$ cat src/rtl/door_lock_pkg.sv
// Shared definitions for the keypad door lock (code writer and lock checker):
// FSM state encoding, result LED patterns, digit width and keypad helpers.
package door_lock_pkg;

    localparam int DIGIT_W = 4;

    typedef enum logic [2:0] {
        IDLE    = 3'd0,
        ENTER   = 3'd1,
        CONFIRM = 3'd2,
        CHECK   = 3'd3,
        SHOW    = 3'd4
    } state_t;

    localparam logic [1:0] LED_OFF  = 2'b00;
    localparam logic [1:0] LED_PASS = 2'b10;
    localparam logic [1:0] LED_FAIL = 2'b01;

    // Number of keys asserted in a 10-bit keypad vector.
    function automatic logic [3:0] count_keys(input logic [9:0] keys);
        logic [3:0] n;
        n = 4'd0;
        for (int i = 0; i < 10; i++) begin
            n = n + {3'b000, keys[i]};
        end
        return n;
    endfunction

    // Digit of the highest set key; only meaningful for a one-hot vector.
    function automatic logic [DIGIT_W-1:0] onehot_to_digit(input logic [9:0] keys);
        logic [DIGIT_W-1:0] digit;
        digit = 4'd0;
        for (int i = 0; i < 10; i++) begin
            if (keys[i]) begin
                digit = DIGIT_W'(i);
            end else begin
                digit = digit;
            end
        end
        return digit;
    endfunction

endpackage

$ cat src/rtl/door_lock_code_writer_key_edge_decode.sv
// Keypad input conditioning: rising-edge detection on prog and on every
// button bit, followed by one-hot to digit decode. All outputs are registered
// pulses, so a held button produces exactly one pulse.
module key_edge_decode
    import door_lock_pkg::*;
(
    input  logic               clk,
    input  logic               rst,
    input  logic               prog,
    input  logic [9:0]         button,
    output logic               prog_pulse,
    output logic               key_valid,
    output logic               key_invalid,
    output logic [DIGIT_W-1:0] key_digit
);

    logic               prog_hist_q;
    logic [9:0]         btn_hist_q;
    logic [9:0]         key_edge_s;
    logic [3:0]         key_count_s;
    logic               prog_pulse_q;
    logic               key_valid_q;
    logic               key_invalid_q;
    logic [DIGIT_W-1:0] key_digit_q;

    // Rising edges of the raw buttons against last cycle's levels.
    always_comb begin
        key_edge_s  = button & ~btn_hist_q;
        key_count_s = count_keys(key_edge_s);
    end

    // Input history and registered edge/decode results.
    always_ff @(posedge clk or posedge rst) begin
        if (rst) begin
            prog_hist_q   <= 1'b0;
            btn_hist_q    <= 10'd0;
            prog_pulse_q  <= 1'b0;
            key_valid_q   <= 1'b0;
            key_invalid_q <= 1'b0;
            key_digit_q   <= 4'd0;
        end else begin
            prog_hist_q   <= prog;
            btn_hist_q    <= button;
            prog_pulse_q  <= prog & ~prog_hist_q;
            key_valid_q   <= (key_count_s == 4'd1);
            key_invalid_q <= (key_count_s > 4'd1);
            key_digit_q   <= onehot_to_digit(key_edge_s);
        end
    end

    assign prog_pulse  = prog_pulse_q;
    assign key_valid   = key_valid_q;
    assign key_invalid = key_invalid_q;
    assign key_digit   = key_digit_q;

endmodule

$ cat src/rtl/door_lock_code_writer.sv
// Enrollment side of the keypad door lock: captures a new code, asks for it
// again, and commits it only when both entries match.
// Optional build macro CODE_WRITER_TIMEOUT_EN aborts an entry that sits idle
// for TIMEOUT cycles; without it ENTER/CONFIRM wait indefinitely.
module door_lock_code_writer
    import door_lock_pkg::*;
#(
    parameter int                          DIGITS        = 2,
    parameter logic [DIGITS*DIGIT_W-1:0]   DEFAULT_CODE  = 8'h80,
    parameter int                          LED_ON_PERIOD = 300,
    parameter int                          TIMEOUT       = 1000
) (
    input  logic                        clk,
    input  logic                        rst,
    input  logic                        prog,
    input  logic [9:0]                  button,
    output logic [DIGITS*DIGIT_W-1:0]   code,
    output logic                        code_update,
    output logic                        busy,
    output logic [1:0]                  led
);

    localparam int CODE_W    = DIGITS * DIGIT_W;
    localparam int IDX_W     = $clog2(DIGITS + 1);
    localparam int LED_CNT_W = $clog2(LED_ON_PERIOD + 1);

    state_t               state_q, state_d;
    logic [IDX_W-1:0]     idx_q, idx_d;
    logic [CODE_W-1:0]    entry_q, entry_d;
    logic [CODE_W-1:0]    confirm_q, confirm_d;
    logic [CODE_W-1:0]    code_q, code_d;
    logic                 code_update_q, code_update_d;
    logic [1:0]           led_q, led_d;
    logic [LED_CNT_W-1:0] led_cnt_q, led_cnt_d;
    logic                 busy_q;

    logic                 prog_pulse_s;
    logic                 key_valid_s;
    logic                 key_invalid_s;
    logic [DIGIT_W-1:0]   key_digit_s;
    logic                 last_digit_s;
    logic                 led_done_s;
    logic                 timeout_hit_s;

    // Writes a digit at entry position pos; position 0 is the top nibble.
    function automatic logic [CODE_W-1:0] put_nibble(input logic [CODE_W-1:0]  vec_in,
                                                     input logic [IDX_W-1:0]   pos,
                                                     input logic [DIGIT_W-1:0] digit);
        logic [CODE_W-1:0] vec_out;
        vec_out = vec_in;
        for (int i = 0; i < DIGITS; i++) begin
            if (pos == IDX_W'(i)) begin
                vec_out[(DIGITS-1-i)*DIGIT_W +: DIGIT_W] = digit;
            end else begin
                vec_out = vec_out;
            end
        end
        return vec_out;
    endfunction

    key_edge_decode u_key_edge_decode (
        .clk         (clk),
        .rst         (rst),
        .prog        (prog),
        .button      (button),
        .prog_pulse  (prog_pulse_s),
        .key_valid   (key_valid_s),
        .key_invalid (key_invalid_s),
        .key_digit   (key_digit_s)
    );

    assign last_digit_s = (idx_q == IDX_W'(DIGITS - 1));
    assign led_done_s   = (led_cnt_q == LED_CNT_W'(LED_ON_PERIOD - 1));

`ifdef CODE_WRITER_TIMEOUT_EN
    localparam int TMO_W = $clog2(TIMEOUT + 1);
    logic [TMO_W-1:0] tmo_q, tmo_d;

    // Idle-time counter: runs while waiting for a key, saturates at TIMEOUT.
    always_comb begin
        tmo_d = tmo_q;
        if (((state_q == ENTER) || (state_q == CONFIRM)) && !prog_pulse_s && !key_valid_s) begin
            if (tmo_q != TMO_W'(TIMEOUT)) begin
                tmo_d = tmo_q + TMO_W'(1);
            end else begin
                tmo_d = tmo_q;
            end
        end else begin
            tmo_d = {TMO_W{1'b0}};
        end
    end

    // Idle-time counter register.
    always_ff @(posedge clk or posedge rst) begin
        if (rst) begin
            tmo_q <= {TMO_W{1'b0}};
        end else begin
            tmo_q <= tmo_d;
        end
    end

    assign timeout_hit_s = (tmo_q == TMO_W'(TIMEOUT));
`else
    assign timeout_hit_s = 1'b0;
`endif

    // FSM state register.
    always_ff @(posedge clk or posedge rst) begin
        if (rst) begin
            state_q <= IDLE;
        end else begin
            state_q <= state_d;
        end
    end

    // FSM next state; a prog edge always wins over a coincident key.
    always_comb begin
        state_d = state_q;
        case (state_q)
            IDLE: begin
                if (prog_pulse_s) state_d = ENTER;
                else              state_d = IDLE;
            end
            ENTER, CONFIRM: begin
                if (prog_pulse_s)                     state_d = ENTER;
                else if (key_invalid_s)               state_d = SHOW;
                else if (key_valid_s && last_digit_s) state_d = (state_q == ENTER) ? CONFIRM : CHECK;
                else if (timeout_hit_s)               state_d = SHOW;
                else                                  state_d = state_q;
            end
            CHECK: begin
                state_d = SHOW;
            end
            SHOW: begin
                if (prog_pulse_s)    state_d = ENTER;
                else if (led_done_s) state_d = IDLE;
                else                 state_d = SHOW;
            end
            default: begin
                state_d = IDLE;
            end
        endcase
    end

    // Datapath next values: digit buffers, code register and result LED.
    always_comb begin
        idx_d         = idx_q;
        entry_d       = entry_q;
        confirm_d     = confirm_q;
        code_d        = code_q;
        code_update_d = 1'b0;
        led_d         = led_q;
        led_cnt_d     = led_cnt_q;
        case (state_q)
            IDLE, SHOW: begin
                if (prog_pulse_s) begin
                    idx_d     = {IDX_W{1'b0}};
                    entry_d   = {CODE_W{1'b0}};
                    confirm_d = {CODE_W{1'b0}};
                    led_d     = LED_OFF;
                    led_cnt_d = {LED_CNT_W{1'b0}};
                end else if ((state_q == SHOW) && led_done_s) begin
                    led_d     = LED_OFF;
                    led_cnt_d = {LED_CNT_W{1'b0}};
                end else if (state_q == SHOW) begin
                    led_cnt_d = led_cnt_q + LED_CNT_W'(1);
                end else begin
                    led_cnt_d = led_cnt_q;
                end
            end
            ENTER, CONFIRM: begin
                if (prog_pulse_s) begin
                    idx_d     = {IDX_W{1'b0}};
                    entry_d   = {CODE_W{1'b0}};
                    confirm_d = {CODE_W{1'b0}};
                end else if (key_invalid_s) begin
                    led_d     = LED_FAIL;
                    led_cnt_d = {LED_CNT_W{1'b0}};
                end else if (key_valid_s) begin
                    if (state_q == ENTER) begin
                        entry_d = put_nibble(entry_q, idx_q, key_digit_s);
                    end else begin
                        confirm_d = put_nibble(confirm_q, idx_q, key_digit_s);
                    end
                    if (last_digit_s) idx_d = {IDX_W{1'b0}};
                    else              idx_d = idx_q + IDX_W'(1);
                end else if (timeout_hit_s) begin
                    led_d     = LED_FAIL;
                    led_cnt_d = {LED_CNT_W{1'b0}};
                end else begin
                    idx_d = idx_q;
                end
            end
            CHECK: begin
                led_cnt_d = {LED_CNT_W{1'b0}};
                if (entry_q == confirm_q) begin
                    code_d        = entry_q;
                    code_update_d = 1'b1;
                    led_d         = LED_PASS;
                end else begin
                    led_d         = LED_FAIL;
                end
            end
            default: begin
                idx_d = {IDX_W{1'b0}};
            end
        endcase
    end

    // Datapath and output registers.
    always_ff @(posedge clk or posedge rst) begin
        if (rst) begin
            idx_q         <= {IDX_W{1'b0}};
            entry_q       <= {CODE_W{1'b0}};
            confirm_q     <= {CODE_W{1'b0}};
            code_q        <= DEFAULT_CODE;
            code_update_q <= 1'b0;
            led_q         <= LED_OFF;
            led_cnt_q     <= {LED_CNT_W{1'b0}};
            busy_q        <= 1'b0;
        end else begin
            idx_q         <= idx_d;
            entry_q       <= entry_d;
            confirm_q     <= confirm_d;
            code_q        <= code_d;
            code_update_q <= code_update_d;
            led_q         <= led_d;
            led_cnt_q     <= led_cnt_d;
            busy_q        <= (state_d != IDLE);
        end
    end

    assign code        = code_q;
    assign code_update = code_update_q;
    assign busy        = busy_q;
    assign led         = led_q;

endmodule

$ cat config.mk
export PLATFORM = sky130hd
export DESIGN_NAME = door_lock_code_writer
export DESIGN_NICKNAME = d
export VERILOG_FILES = /design/src/rtl/door_lock_pkg.sv /design/src/rtl/door_lock_code_writer_key_edge_decode.sv /design/src/rtl/door_lock_code_writer.sv
export SDC_FILE = /design/constraint.sdc
export NUM_CORES = 1
export LEC_CHECK = 0
export BUFFER_PORTS_ARGS = -buffer_cell sky130_fd_sc_hd__buf_2
export CAP_MARGIN = 20
export CELL_PAD_IN_SITES_DETAIL_PLACEMENT = 0
export CELL_PAD_IN_SITES_GLOBAL_PLACEMENT = 1
export CORE_MARGIN = 2
export CORE_UTILIZATION = 30
export CTS_CLUSTER_DIAMETER = 80
export CTS_CLUSTER_SIZE = 8
export DETAILED_ROUTE_END_ITERATION = 10
export GPL_TIMING_DRIVEN = 0
export PLACE_DENSITY_LB_ADDON = 0.1
export SLEW_MARGIN = 20
export SYNTH_ARGS = -nofsm -noshare
export SYNTH_HDL_FRONTEND = slang
export SYNTH_SLANG_ARGS = --single-unit
$ cat constraint.sdc
create_clock -name clk -period 3.3 [get_ports clk]
set_input_delay 0.495 -clock clk [delete_from_list [all_inputs] [get_ports clk]]
set_output_delay 0.495 -clock clk [all_outputs]
set_load 0.05 [all_outputs]
# After elaboration in Yosys (flattened, before gate mapping)
# Index checks and enable logic that the tools add are counted.
[word_totals] register_bits=60 memories=0 word_cells=120 input_bits=13 latch_bits=0 mem_bits_rw=0 out_inout_bits=12 rom_bits=0
[op_classes] add_sub_neg=11 div=0 muxes=50 bitwise_logic=5 mul=0 n_lt_le_gt_ge=1 reduce_logical=17 eq_ne=19 shift=0
[ops] operator="8-bit two-way mux" count=9
[ops] operator="9-bit two-way mux" count=5
[ops] operator="4-bit by 1-bit adder with 4-bit output" count=8
[ops] operator="8-bit case mux with 2 select lines" count=2
[ops] operator="3-bit two-way mux" count=9
[ops] operator="9-bit case mux with 3 select lines" count=1
[ops] operator="2-bit two-way mux" count=12
[ops] operator="6-bit AND reduction" count=4
[ops] operator="3-bit by 2-bit inequality test with 1-bit output, second input constant" count=6
[ops] operator="4-bit two-way mux" count=4
[ops] operator="2-bit case mux with 3 select lines" count=2
[ops] operator="3-bit case mux with 4 select lines" count=1
[ops] operator="4-bit AND reduction" count=3
[ops] operator="10-bit bitwise AND" count=1
[ops] operator="10-bit NOT" count=1
[ops] operator="9-bit by 1-bit adder with 9-bit output, second input constant" count=1
[ops] operator="9-bit == test, second input constant" count=1
[ops] operator="8-bit == test" count=1
[ops] operator="3-bit by 2-bit == test with 1-bit output, second input constant" count=2
[ops] operator="3-bit nonzero test" count=2
[ops] operator="1-bit two-way mux" count=5
[ops] operator="4-bit by 1-bit == test with 1-bit output, second input constant" count=1
[ops] operator="4-bit by 1-bit greater-than comparator with 1-bit output, second input constant" count=1
[ops] operator="2-bit by 1-bit inequality test with 1-bit output, second input constant" count=2
[ops] operator="16 further kinds" count=19

# Logic depth before layout (Yosys ltp)
# Gate-level depths: netlist (run 1).
[depth] ltp_word=12 depth_mapped=13 depth_no_buf=13

# Hierarchy
# From an unflattened synthesis (run 1), not the netlist that was laid out.
[hier_totals] hier_cells=255 hier_area_um2=2995.4
[modules_own_cells] module="door_lock_code_writer" area_per_inst_um2=2144.6 cells_each=188 seq_area_each_um2=1052.3 instances=1
[modules_own_cells] module="key_edge_decode" area_per_inst_um2=850.8 cells_each=67 seq_area_each_um2=450.4 instances=1

# Least setup slack after synthesis (run 1)
# OpenSTA, ideal clock, no wires.
[synth_timing] kind="in2reg" from="input port button[1]" to="register u_key_edge_decode.key_valid_q (netlist: u_key_edge_decode.key_valid)" path_slack_ns=-0.514 t_arrival_ns=3.742 n_path_buf=0 setup_time_ns=0.072 t_required_ns=3.228 path_stages=12 path_cell_list="nor2b_1 ha_1 inv_1 fa_1 fa_1 fa_1 fa_1 fa_1 nor2_1 a31oi_1 or3b_2 nor2_1"
[synth_between] elab_chain_cells=11
[synth_rtl] element="start: declaration" line="door_lock_code_writer.sv:16" source="input logic [9:0] button,"
[synth_rtl] element="10-bit bitwise AND" line="door_lock_code_writer_key_edge_decode.sv:28" source="key_edge_s = button & ~btn_hist_q;"
[synth_rtl] element="1-bit by 1-bit adder with 2-bit output" line="door_lock_pkg.sv:24" source="n = n + {3'b000, keys[i]};"
[synth_rtl] element="4-bit by 1-bit adder with 4-bit output (8 in series)" line="door_lock_pkg.sv:24"
[synth_rtl] element="4-bit by 1-bit == test with 1-bit output" line="door_lock_code_writer_key_edge_decode.sv:45" source="key_valid_q <= (key_count_s == 4'd1);"
[synth_rtl] element="end signal: assignment" line="door_lock_code_writer_key_edge_decode.sv:45"
[synth_rtl] element="end: declaration" line="door_lock_code_writer_key_edge_decode.sv:22" source="logic key_valid_q;"
# No other way between the ends.
# A chain may end at the register's enable or synchronous reset.

# Worst setup path in the final report (run 1)
[layout_timing] from="register u_key_edge_decode.btn_hist_q[1]" to="register u_key_edge_decode.key_valid_q (netlist: u_key_edge_decode.key_valid)"
[layout_between] elab_chain_cells=12
[layout_rtl] element="start: declaration" line="door_lock_code_writer_key_edge_decode.sv:18" source="logic [9:0] btn_hist_q;"
[layout_rtl] element="start signal: assignment" line="door_lock_code_writer_key_edge_decode.sv:43" source="btn_hist_q <= button;"
[layout_rtl] element="10-bit NOT" line="door_lock_code_writer_key_edge_decode.sv:28"
[layout_rtl] element="10-bit bitwise AND" line="door_lock_code_writer_key_edge_decode.sv:28"
[layout_rtl] element="1-bit by 1-bit adder with 2-bit output" line="door_lock_pkg.sv:24"
[layout_rtl] element="4-bit by 1-bit adder with 4-bit output (8 in series)" line="door_lock_pkg.sv:24"
[layout_rtl] element="4-bit by 1-bit == test with 1-bit output" line="door_lock_code_writer_key_edge_decode.sv:45"
# No other way between the ends.

==> flow_summary.yaml, run 1 <==
grt:
  grt_max_degree: 34
  antenna_found_initial: 0
  grt_pass1_vias: 2150
  grt.overflow.total: 0
  grt_pass1_wl_um: 10800
  track_usage_pct: 12.8
outcome:
  status: "complete, but fails checks"
  failed_checks: "setup timing"
drt:
  ant_nets: 0
  routed_wl_um: 6260
  drtIter0Drc: 76
  drt_first_pass_iters: 4
  wire_per_inst_um: 14.4
  dr_total_vias: 2062
  via_per_inst: 4.75
  drc_errors: 0
critical_path:
  start_kind: "register"
  slowest_stage: "fa_1"
  worstRegToRegCells: 12
  crit_buf_inv: 1
  cp_common_cell: "fa_1"
  crit_family: "adder cells"
  worst-path-max-fanout: 2
  worst_ep_required_time_ns: 3.58
  slowest_delay_ns: 0.51
  cp-end-kind: "register"
  r2r_start: "u_key_edge_decode.btn_hist_q[1]"
  worstPathCellList: "nor2b_4 > ha_4 > inv_2 > fa_1 > fa_1 > fa_1 > fa_2 > fa_2 > nor2_2 > a31oi_1 > or3b_4 > nor2_2"
  reg2reg_to: "u_key_edge_decode.key_valid"
  regToRegSetupSlack_ns: -0.31
  path_class: "reg -> reg"
  arrival_ns: 3.88
logic_synthesis:
  synth_ff_type: "dfrtp_1"
  async_reset_ff_share_pct: 100
  synth_fa_ha_area_share_pct: 6.52
  synth_edf_count: 0
  post_synth_xor_area_fraction_pct: 2.34
  synthCells: 259
  synth_top_family_by_area: "simple AND/OR/NAND/NOR gates"
  synth.yosys.seq_area_share_pct: 50.2
  synthesis.nets: 284
  ys_warn_count: 0
  muxShareOfSynthArea_pct: 9.36
  synth-simple-area-share_pct: 15.9
  synth-compound-area-share_pct: 12.2
  yosysUniqueCellTypes: 53
  ys_ff_latch: 60
  syn_area_sq_um: 2990
  syn_avg_cell_area_sq_um: 11.6
finish:
  fin_nets: 321
  ff_latch_area_sq_um: 1500
  n_fill_cell: 1023
  drive_above_1_share_pct: 30.2
  num_antenna_cells: 0
  multi_input_area_sq_um: 1420
  syn_to_final_growth_pct: 17.6
floorplan:
  start_util_pct: 30.8
  io_pins: 25
  dieArea_sq_um: 10800
  rows: 36
  die_h_um: 104
  core_area_sq_um: 9730
  die_width_um: 104
pwr:
  swShare_pct: 38.1
  pwr-share-comb_pct: 33.6
  pwr-share-seq_pct: 41.1
  p_per_area_nw_per_um2: 672
  power_frac_clock_pct: 25.3
  peakVddDrop_mv: 0.199
  p_sw_mw: 0.902
  p_int_mw: 1.46
  leakage_nw: 1.58
cts:
  clock-sinks: 60
  clockRootBuffer: "clkbuf_8"
  clkTransAtPathRegs_ns: 0.08
  clockBufferDepth: 2
  htree_num_levels: 3
  clock_latency_ns: 0.34
  cts_buffers: 9
  cts_tree: "done"
sta:
  setup_slack_ns: -0.308
  final-setup-viol-count: 2
  max_freq_ghz: 0.277
  worst_pin_slew_ns: 0.699
  finClkSkew_ns: 0.00844
  rsz0062_at_grt: "yes"
  post-route-min-period_ns: 3.61
  holdWs_ns: 0.137
  slew_headroom_pct: 53.1
  slew_violations: 0
  min_period_over_period_pct: 109
  hold_violations: 0
placed_design:
  gp_congestion: 0.719
  io_buffers: 24
  place.detailed.hpwl_um: 4410
  preCtsSetupSlack_ns: -0.613
hold_path:
  holdCritPathClass: "in -> async"
run:
  cap_violations: 0
[synthesized netlist by cell type, drive strengths merged, types with 7 or more instances]
cell	instances	share of area, %
nand2	11	1.4
mux2	24	9.0
nor2	11	1.4
o21ai	15	2.5
xnor2	8	2.3
nand3	8	1.3
and2	7	1.5
nand2b	12	2.5
nand4	8	1.7
inv	15	1.9
dfrtp	59	49
[layout make-up]
| type | instances | area share [%] |
|---|---|---|
| Clock buffer | 9 | 3.52 |
| Sequential cell | 60 | 42.7 |
| Multi-Input combinational cell | 176 | 40.4 |
| Tap cell | 133 | 4.73 |
| Timing Repair Buffer | 26 | 4.19 |
| Buffer | 8 | 1.32 |
| Clock inverter | 7 | 1.46 |
| Inverter | 15 | 1.67 |
[power groups by stage]
stage / combinational, mW / clock, mW / sequential (mW)
global placement: 0.797 / 0 / 0.987
detailed placement: 0.798 / 0 / 0.989
global route: 0.889 / 0.662 / 0.997
finish: 0.795 / 0.597 / 0.973
floorplan: 0.571 / 0 / 1.01
CTS: 0.804 / 0.627 / 0.974
[metrics by stage]
| stage | cells | util [%] | cell area (sq um) | power [mW] | setup TNS (ns) |
|---|---|---|---|---|---|
| 2_1_floorplan | 259 | - | 3010 | 1.58 | -0.681 |
| 3_3_place_gp | 416 | 33.9 | 3290 | 1.78 | -1.15 |
| 3_5_place_dp | 417 | 34.1 | 3320 | 1.79 | -1.20 |
| 4_1_cts | 434 | 36.1 | 3510 | 2.41 | -0.653 |
| 5_1_grt | 434 | 36.2 | 3520 | 2.55 | -0.856 |
| 6_report | 434 | 36.2 | 3520 | 2.37 | -0.601 |
[flip-flops by register name, indices dropped and copies added (netlist names), 2 cells and up]
name / flops
led: 2
led_cnt_q: 9
code: 8
confirm_q: 8
u_key_edge_decode.btn_hist_q: 10
entry_q: 8
u_key_edge_decode.key_digit: 4
state_q: 3
idx_q: 2
[cells by family (layout without fill, tap and decap cells)]
| logic type | after synthesis | after routing |
|---|---|---|
| AO/OA/AOI/OAI | 50 | 50 |
| XOR/XNOR | 8 | 8 |
| adder cells (fa/ha/maj) | 12 | 12 |
| buffers and inverters | 23 | 65 |
| flip-flops | 60 | 60 |
| multiplexers | 25 | 25 |
| AND/OR/NAND/NOR | 81 | 81 |
[layout by cell type, fill, tap and decap left out, types with 3 or more instances in the layout]
master	instances
nor2b_1	4
a21boi_0	3
clkbuf_1	3
fa_1	4
nand2_1	11
buf_2	25
clkbuf_8	9
nand3_1	8
o21ai_0	13
inv_1	13
dfrtp_1	59
ha_1	5
mux2_2	24
nand4_1	8
a21oi_1	4
xnor2_1	8
o22ai_1	6
nor2_1	9
a32oi_1	5
nand2b_1	12
and2_1	7
[metal layers]
| metal | global-route usage (%) | wire [um] |
|---|---|---|
| met4 | 6.08 | 120 |
| met2 | 19.4 | 2710 |
| met1 | 17.5 | 3210 |
| met5 | 0 | 0 |
| met3 | 2.69 | 215 |
[what timing repair did]
| action | 4_1_cts | 5_1_grt |
|---|---|---|
| endpoints found under the setup margin | 2 | 2 |
| setup buffers | 1 | 0 |
| resized for setup | 3 | 2 |
| hold buffers | 0 | 0 |
| pin swaps | 0 | 0 |
[worst max-delay path by stage]
stage	from	to	cells past startpoint
after detailed placement	button[1]	u_key_edge_decode.key_valid	13
after floorplan	button[1]	u_key_edge_decode.key_valid	10
after global placement	button[1]	u_key_edge_decode.key_valid	13
after global routing	u_key_edge_decode.btn_hist_q[1]	u_key_edge_decode.key_valid	12
final	u_key_edge_decode.btn_hist_q[1]	u_key_edge_decode.key_valid	12
after CTS	u_key_edge_decode.btn_hist_q[1]	u_key_edge_decode.key_valid	12
Power figures use the tool's default switching activity.
==> run 2, diff against run 1 <==
Settings changed: ABC_AREA from default to 1.
==> run 2 against run 1 <==
Compared with the run above:
- the run still ends with setup timing left
- worst setup slack improved by 0.16 ns
- cell count rose by 29%
- cell area rose by 6.4%
- sequential share of layout area fell by 2.6 points
- via count rose by 18%
- clock skew rose by 0.0029 ns
- flip-flop and latch count did not move
- fmax rose by 4.8%
- worst hold slack got worse by 0.052 ns
- critical path type unchanged
==> flow_summary.yaml, run 2 <==
sta:
  finClkSkew_ns: 0.0113
  final-setup-viol-count: 2
  slew_headroom_pct: 74.9
  rsz0062_at_grt: "yes"
  worst_pin_slew_ns: 0.375
  max_freq_ghz: 0.290
  slew_violations: 0
  post-route-min-period_ns: 3.44
  hold_violations: 0
  setup_slack_ns: -0.143
  min_period_over_period_pct: 104
drt:
  via_per_inst: 4.35
  dr_total_vias: 2430
  ant_nets: 0
  drt_first_pass_iters: 4
  drc_errors: 0
  drtIter0Drc: 62
  routed_wl_um: 6570
  wire_per_inst_um: 11.7
cts:
  clock-sinks: 60
  clock_latency_ns: 0.35
  postCtsResizedCells: 0
  htree_num_levels: 3
  hold_buffers: 0
  cts_buffers: 9
  clockBufferDepth: 2
  cts_tree: "done"
  clockRootBuffer: "clkbuf_8"
  clkTransAtPathRegs_ns: 0.07
logic_synthesis:
  synth_edf_count: 0
  synthesis.nets: 405
  synthCells: 380
  synth_ff_type: "dfrtp_1"
  async_reset_ff_share_pct: 100
  yosysUniqueCellTypes: 28
  synthTopCellsByCount: "136 x nand2_1, 59 x dfrtp_1, 50 x inv_1, 30 x nor2_1, 30 x o21ai_1"
  syn_area_sq_um: 3160
  yosysMostFrequentCell: "nand2_1"
  yosysTopAreaCellShare_pct: 46.8
  ys_ff_latch: 60
  syn_avg_cell_area_sq_um: 8.30
  yosysTopAreaCell: "dfrtp_1"
  yosys-top-cells-area: "dfrtp_1 47%, nand2_1 16%, inv_1 5.9%, o21ai_1 4.8%, fa_1 3.8%"
  synth.yosys.seq_area_share_pct: 47.6
  ys_warn_count: 0
finish:
  multi_input_area_sq_um: 1440
  syn_to_final_growth_pct: 18.7
  n_fill_cell: 1094
  reg_top3: "u_key_edge_decode.btn_hist_q (10), led_cnt_q (9)"
  final_cell_mix: "136 x nand2_1, 59 x dfrtp_1, 48 x inv_1"
  fin_cells: 559
  mostFrequentLayoutCell: "nand2_1"
  fin_nets: 443
  drive_above_1_share_pct: 19.9
  top_register: "u_key_edge_decode.btn_hist_q"
  ff_latch_area_sq_um: 1500
  num_antenna_cells: 0
  largest_reg_flops: 10
run:
  cap_violations: 0
placed_design:
  placed_cells: 541
  place.detailed.hpwl_um: 4910
  io_buffers: 24
  gp_congestion: 0.732
critical_path:
  worst-path-max-fanout: 2
  arrival_ns: 3.72
  worstRegToRegCells: 13
  path_class: "reg -> reg"
  start_kind: "register"
  worst_ep_required_time_ns: 3.57
  cp-end-kind: "register"
floorplan:
  start_util_pct: 30.7
  io_pins: 25
  die_width_um: 107
  core_area_sq_um: 10300
  rows: 37
  die_h_um: 107
  dieArea_sq_um: 11400
grt:
  grt_max_degree: 44
  antenna_found_initial: 0
  met2_usage_pct: 20.5
  grt_util_met1_pct: 17.5
  grt_pass1_vias: 2493
  grt.overflow.total: 0
  track_usage_pct: 13.3
  grt_pass1_wl_um: 11700
  grt-busiest-layer: "met2"
  grt_util_met3_pct: 2.88
pwr:
  p_per_area_nw_per_um2: 593
  leakage_nw: 1.96
  peakVddDrop_mv: 0.180
  p_total_mw: 2.22
outcome:
  failed_checks: "setup timing"
  status: "complete, but fails checks"
hold_path:
  holdCritPathClass: "in -> async"
run 2: cell families (layout without fill, tap and decap cells):
kind of cell,after synthesis,in the layout,share of synthesized area [%]
simple gates,203,203,30.1
buf+inv,61,104,7.49
flops,60,60,47.6
compound gates,41,41,7.81
fa+ha+maj,12,12,6.19
xor+xnor,3,3,0.833
run 2: path summary, 6_finish.rpt:
path | start | endpoint | slack (ns)
setup / recovery | u_key_edge_decode.btn_hist_q[1] | u_key_edge_decode.key_valid | -0.14
hold / removal | rst | led_cnt_q[6] | 0.08
setup reg to reg | u_key_edge_decode.btn_hist_q[1] | u_key_edge_decode.key_valid | -0.14
hold reg to reg | u_key_edge_decode.prog_hist_q | u_key_edge_decode.prog_pulse | 0.40
max in group asynchronous | rst | code[7] | 2.67
min in group clk | button[9] | u_key_edge_decode.btn_hist_q[9] | 0.27
run 2: layout make-up:
class                      count  area share, %
sequential                    60           40.1
timing repair buffer          27           4.34
clock buffer                  10           3.67
multi-input combinational    259           38.3
clock inverter                 6           2.30
inverter                      59           6.45
tap                          136           4.54
buffer                         2          0.267
run 2: power breakdown:
part	internal [mW]	switching, mW
Clock	0.446	0.314
Sequential	0.820	0.0648
Combinational	0.190	0.388
Total	1.46	0.767
run 2: worst max-delay path, cell delays in order, from the launching register on:
cell       delay (ns)
dfrtp_1          0.40
nor2_4           0.12
ha_1             0.23
inv_1            0.07
fa_1             0.43
fa_1             0.51
fa_1             0.44
fa_2             0.37
fa_2             0.36
nor2_1           0.10
o21ai_1          0.07
nand2_1          0.07
o2111ai_2        0.10
nor2_1           0.11
run 2: metal layers:
| metal | part of all wire [%] | vias up |
|---|---|---|
| met4 | 2.9 | 0 |
| met5 | 0 | - |
| met2 | 45 | 50 |
| met3 | 3.5 | 16 |
| li1 | - | 1252 |
| met1 | 49 | 1112 |
run 2: through the flow:
| step | utilization (%) | hold WS, ns | setup slack, ns | TNS (ns) | area [sq um] |
|---|---|---|---|---|---|
| floorplan | - | 0.376 | -0.0738 | -0.131 | 3190 |
| global placement | 33.8 | 0.386 | -0.413 | -0.797 | 3480 |
| detailed placement | 34.1 | 0.379 | -0.442 | -0.846 | 3510 |
| CTS | 36.4 | 0.0775 | -0.157 | -0.270 | 3750 |
| global route | 36.4 | 0.0897 | -0.285 | -0.512 | 3750 |
| finish | 36.4 | 0.0849 | -0.143 | -0.246 | 3750 |
run 2: repair_timing:
item / in CTS / in global routing
buffers inserted: 2 / 0
endpoints found under the hold margin: 0 / 0
endpoints found under the setup margin: 2 / 2
==> run 3, diff against run 2 <==
Settings changed: TNS_END_PERCENT from default to 50.
==> run 3 against run 2 <==
Compared with the run above:
- the run still ends with setup timing left
- cell count shrank 0.18%
- clock power shrank 4.7%
- cell area shrank 0.94%
- count of clock-buffer cells in the layout grew 3
==> flow_summary.yaml, run 3 (synthesis results as in run 2) <==
placed_design:
  io_buffers: 24
  gp_congestion: 0.719
  place.detailed.hpwl_um: 4900
drt:
  top_layer: "met4"
  drt-met1-wl_um: 3220
  wire_per_inst_um: 11.9
  drtIter0Drc: 77
  routed_wl_um: 6610
  drc_errors: 0
  wl_met2_um: 3100
  drt_first_pass_iters: 6
  ant_nets: 0
  dr_wl_met3_um: 209
  via_per_inst: 4.23
  dr_total_vias: 2362
outcome:
  failed_checks: "setup timing"
  status: "complete, but fails checks"
cts:
  clock_latency_ns: 0.33
  hold_buffers: 0
  clockBufferDepth: 2
  clockRootBuffer: "clkbuf_8"
  htree_num_levels: 3
  cts_tree: "done"
  clock-sinks: 60
  cts_buffers: 9
  clkTransAtPathRegs_ns: 0.07
sta:
  slew_headroom_pct: 74.9
  worst_pin_slew_ns: 0.374
  hold_violations: 0
  finalSetupTns_ns: -0.149
  post-route-min-period_ns: 3.39
  holdWs_ns: 0.113
  rsz0062_at_grt: "yes"
  final-setup-viol-count: 2
  setup_slack_ns: -0.0886
  finClkSkew_ns: 0.00815
  min_period_over_period_pct: 103
  slew_violations: 0
  max_freq_ghz: 0.295
finish:
  mostFrequentLayoutCell: "nand2_1"
  fin_nets: 442
  syn_to_final_growth_pct: 17.6
  drive_above_1_share_pct: 19.7
  reg_top3: "u_key_edge_decode.btn_hist_q (10), led_cnt_q (9)"
  num_antenna_cells: 0
  top_register: "u_key_edge_decode.btn_hist_q"
  largest_reg_flops: 10
  final_cell_mix: "136 x nand2_1, 59 x dfrtp_1, 48 x inv_1"
grt:
  grt_pass1_wl_um: 11700
  grt_pass1_vias: 2432
  grt.overflow.total: 0
  antenna_found_initial: 0
  track_usage_pct: 13.4
  grt_max_degree: 41
critical_path:
  cp-end-kind: "register"
  worst_ep_required_time_ns: 3.56
  arrival_ns: 3.65
  path_class: "reg -> reg"
  worst-path-max-fanout: 2
  start_kind: "register"
floorplan:
  die_width_um: 107
  core_area_sq_um: 10300
  rows: 37
  io_pins: 25
  die_h_um: 107
  dieArea_sq_um: 11400
  start_util_pct: 30.7
pwr:
  peakVddDrop_mv: 0.276
  p_per_area_nw_per_um2: 589
  leakage_nw: 1.94
hold_path:
  holdCritPathClass: "in -> async"
run:
  cap_violations: 0
[run 3: cell types whose count changed in the layout (fill, tap and decap cells not counted)]
cell,before,now
clkbuf_8,10,13
buf_12,0,1
buf_16,1,0
buf_4,2,1
bufinv_16,2,1
clkinv_2,2,1
inv_12,1,0
inv_2,8,9
inv_6,2,1
nor2_2,6,7
nor2_4,5,4
[run 3: area by class of cell]
class	instances	area, sq um
Clock buffer	13	179
Timing Repair Buffer	26	148
Inverter	59	229
Fill cell	1117	6570
Tap cell	136	170
Multi-Input combinational cell	259	1430
Buffer	2	10.0
Sequential cell	60	1500
Clock inverter	3	42.5
[run 3: final timing paths]
check	from	end	slack, ns	depth (start not counted)
max in group asynchronous	rst	code[7]	2.62	3
hold reg to reg	u_key_edge_decode.prog_hist_q	u_key_edge_decode.prog_pulse	0.40	1
setup reg to reg	u_key_edge_decode.btn_hist_q[1]	u_key_edge_decode.key_valid	-0.09	13
setup / recovery	u_key_edge_decode.btn_hist_q[1]	u_key_edge_decode.key_valid	-0.09	13
min in group clk	button[4]	u_key_edge_decode.btn_hist_q[4]	0.28	1
hold / removal	rst	state_q[1]	0.11	2
[run 3: power breakdown]
| part | leakage, nW | total [mW] | internal (mW) | switching (mW) |
|---|---|---|---|---|
| registers | 0.787 | 0.884 | 0.820 | 0.0638 |
| logic | 1.05 | 0.577 | 0.187 | 0.390 |
| clock network | 0.112 | 0.724 | 0.430 | 0.294 |
[run 3: critical path: stages (launching register included)]
cell       delay, ns
dfrtp_1         0.37
nor2_2          0.11
ha_1            0.25
inv_2           0.06
fa_1            0.41
fa_1            0.51
fa_1            0.44
fa_2            0.37
fa_2            0.36
nor2_1          0.09
o21ai_1         0.06
nand2_1         0.07
o2111ai_2       0.12
nor2_1          0.11
[run 3: routing by layer]
metal | vias to the layer above | track usage [%]
met3 | 6 | 3.92
met5 | - | 0
met4 | 0 | 4.17
met1 | 1078 | 16.5
met2 | 29 | 22.5
li1 | 1249 | -
[run 3: stage by stage]
step           utilization [%]  cells  worst slack (ns)  instance area (sq um)  power [mW]
3_3_place_gp              33.6    540            -0.457                   3450        1.47
4_1_cts                   36.1    558            -0.167                   3710        2.24
5_1_grt                   36.1    558            -0.246                   3710        2.35
6_report                  36.1    558           -0.0886                   3710        2.19
3_5_place_dp              33.8    541            -0.476                   3470        1.47
2_1_floorplan                -    380            -0.154                   3160        1.33
[run 3: what timing repair did]
action	CTS	global route
resized for setup	4	1
pin swaps	3	2
setup buffers	1	0
endpoints found under the setup margin	2	2
gates cloned	0	0
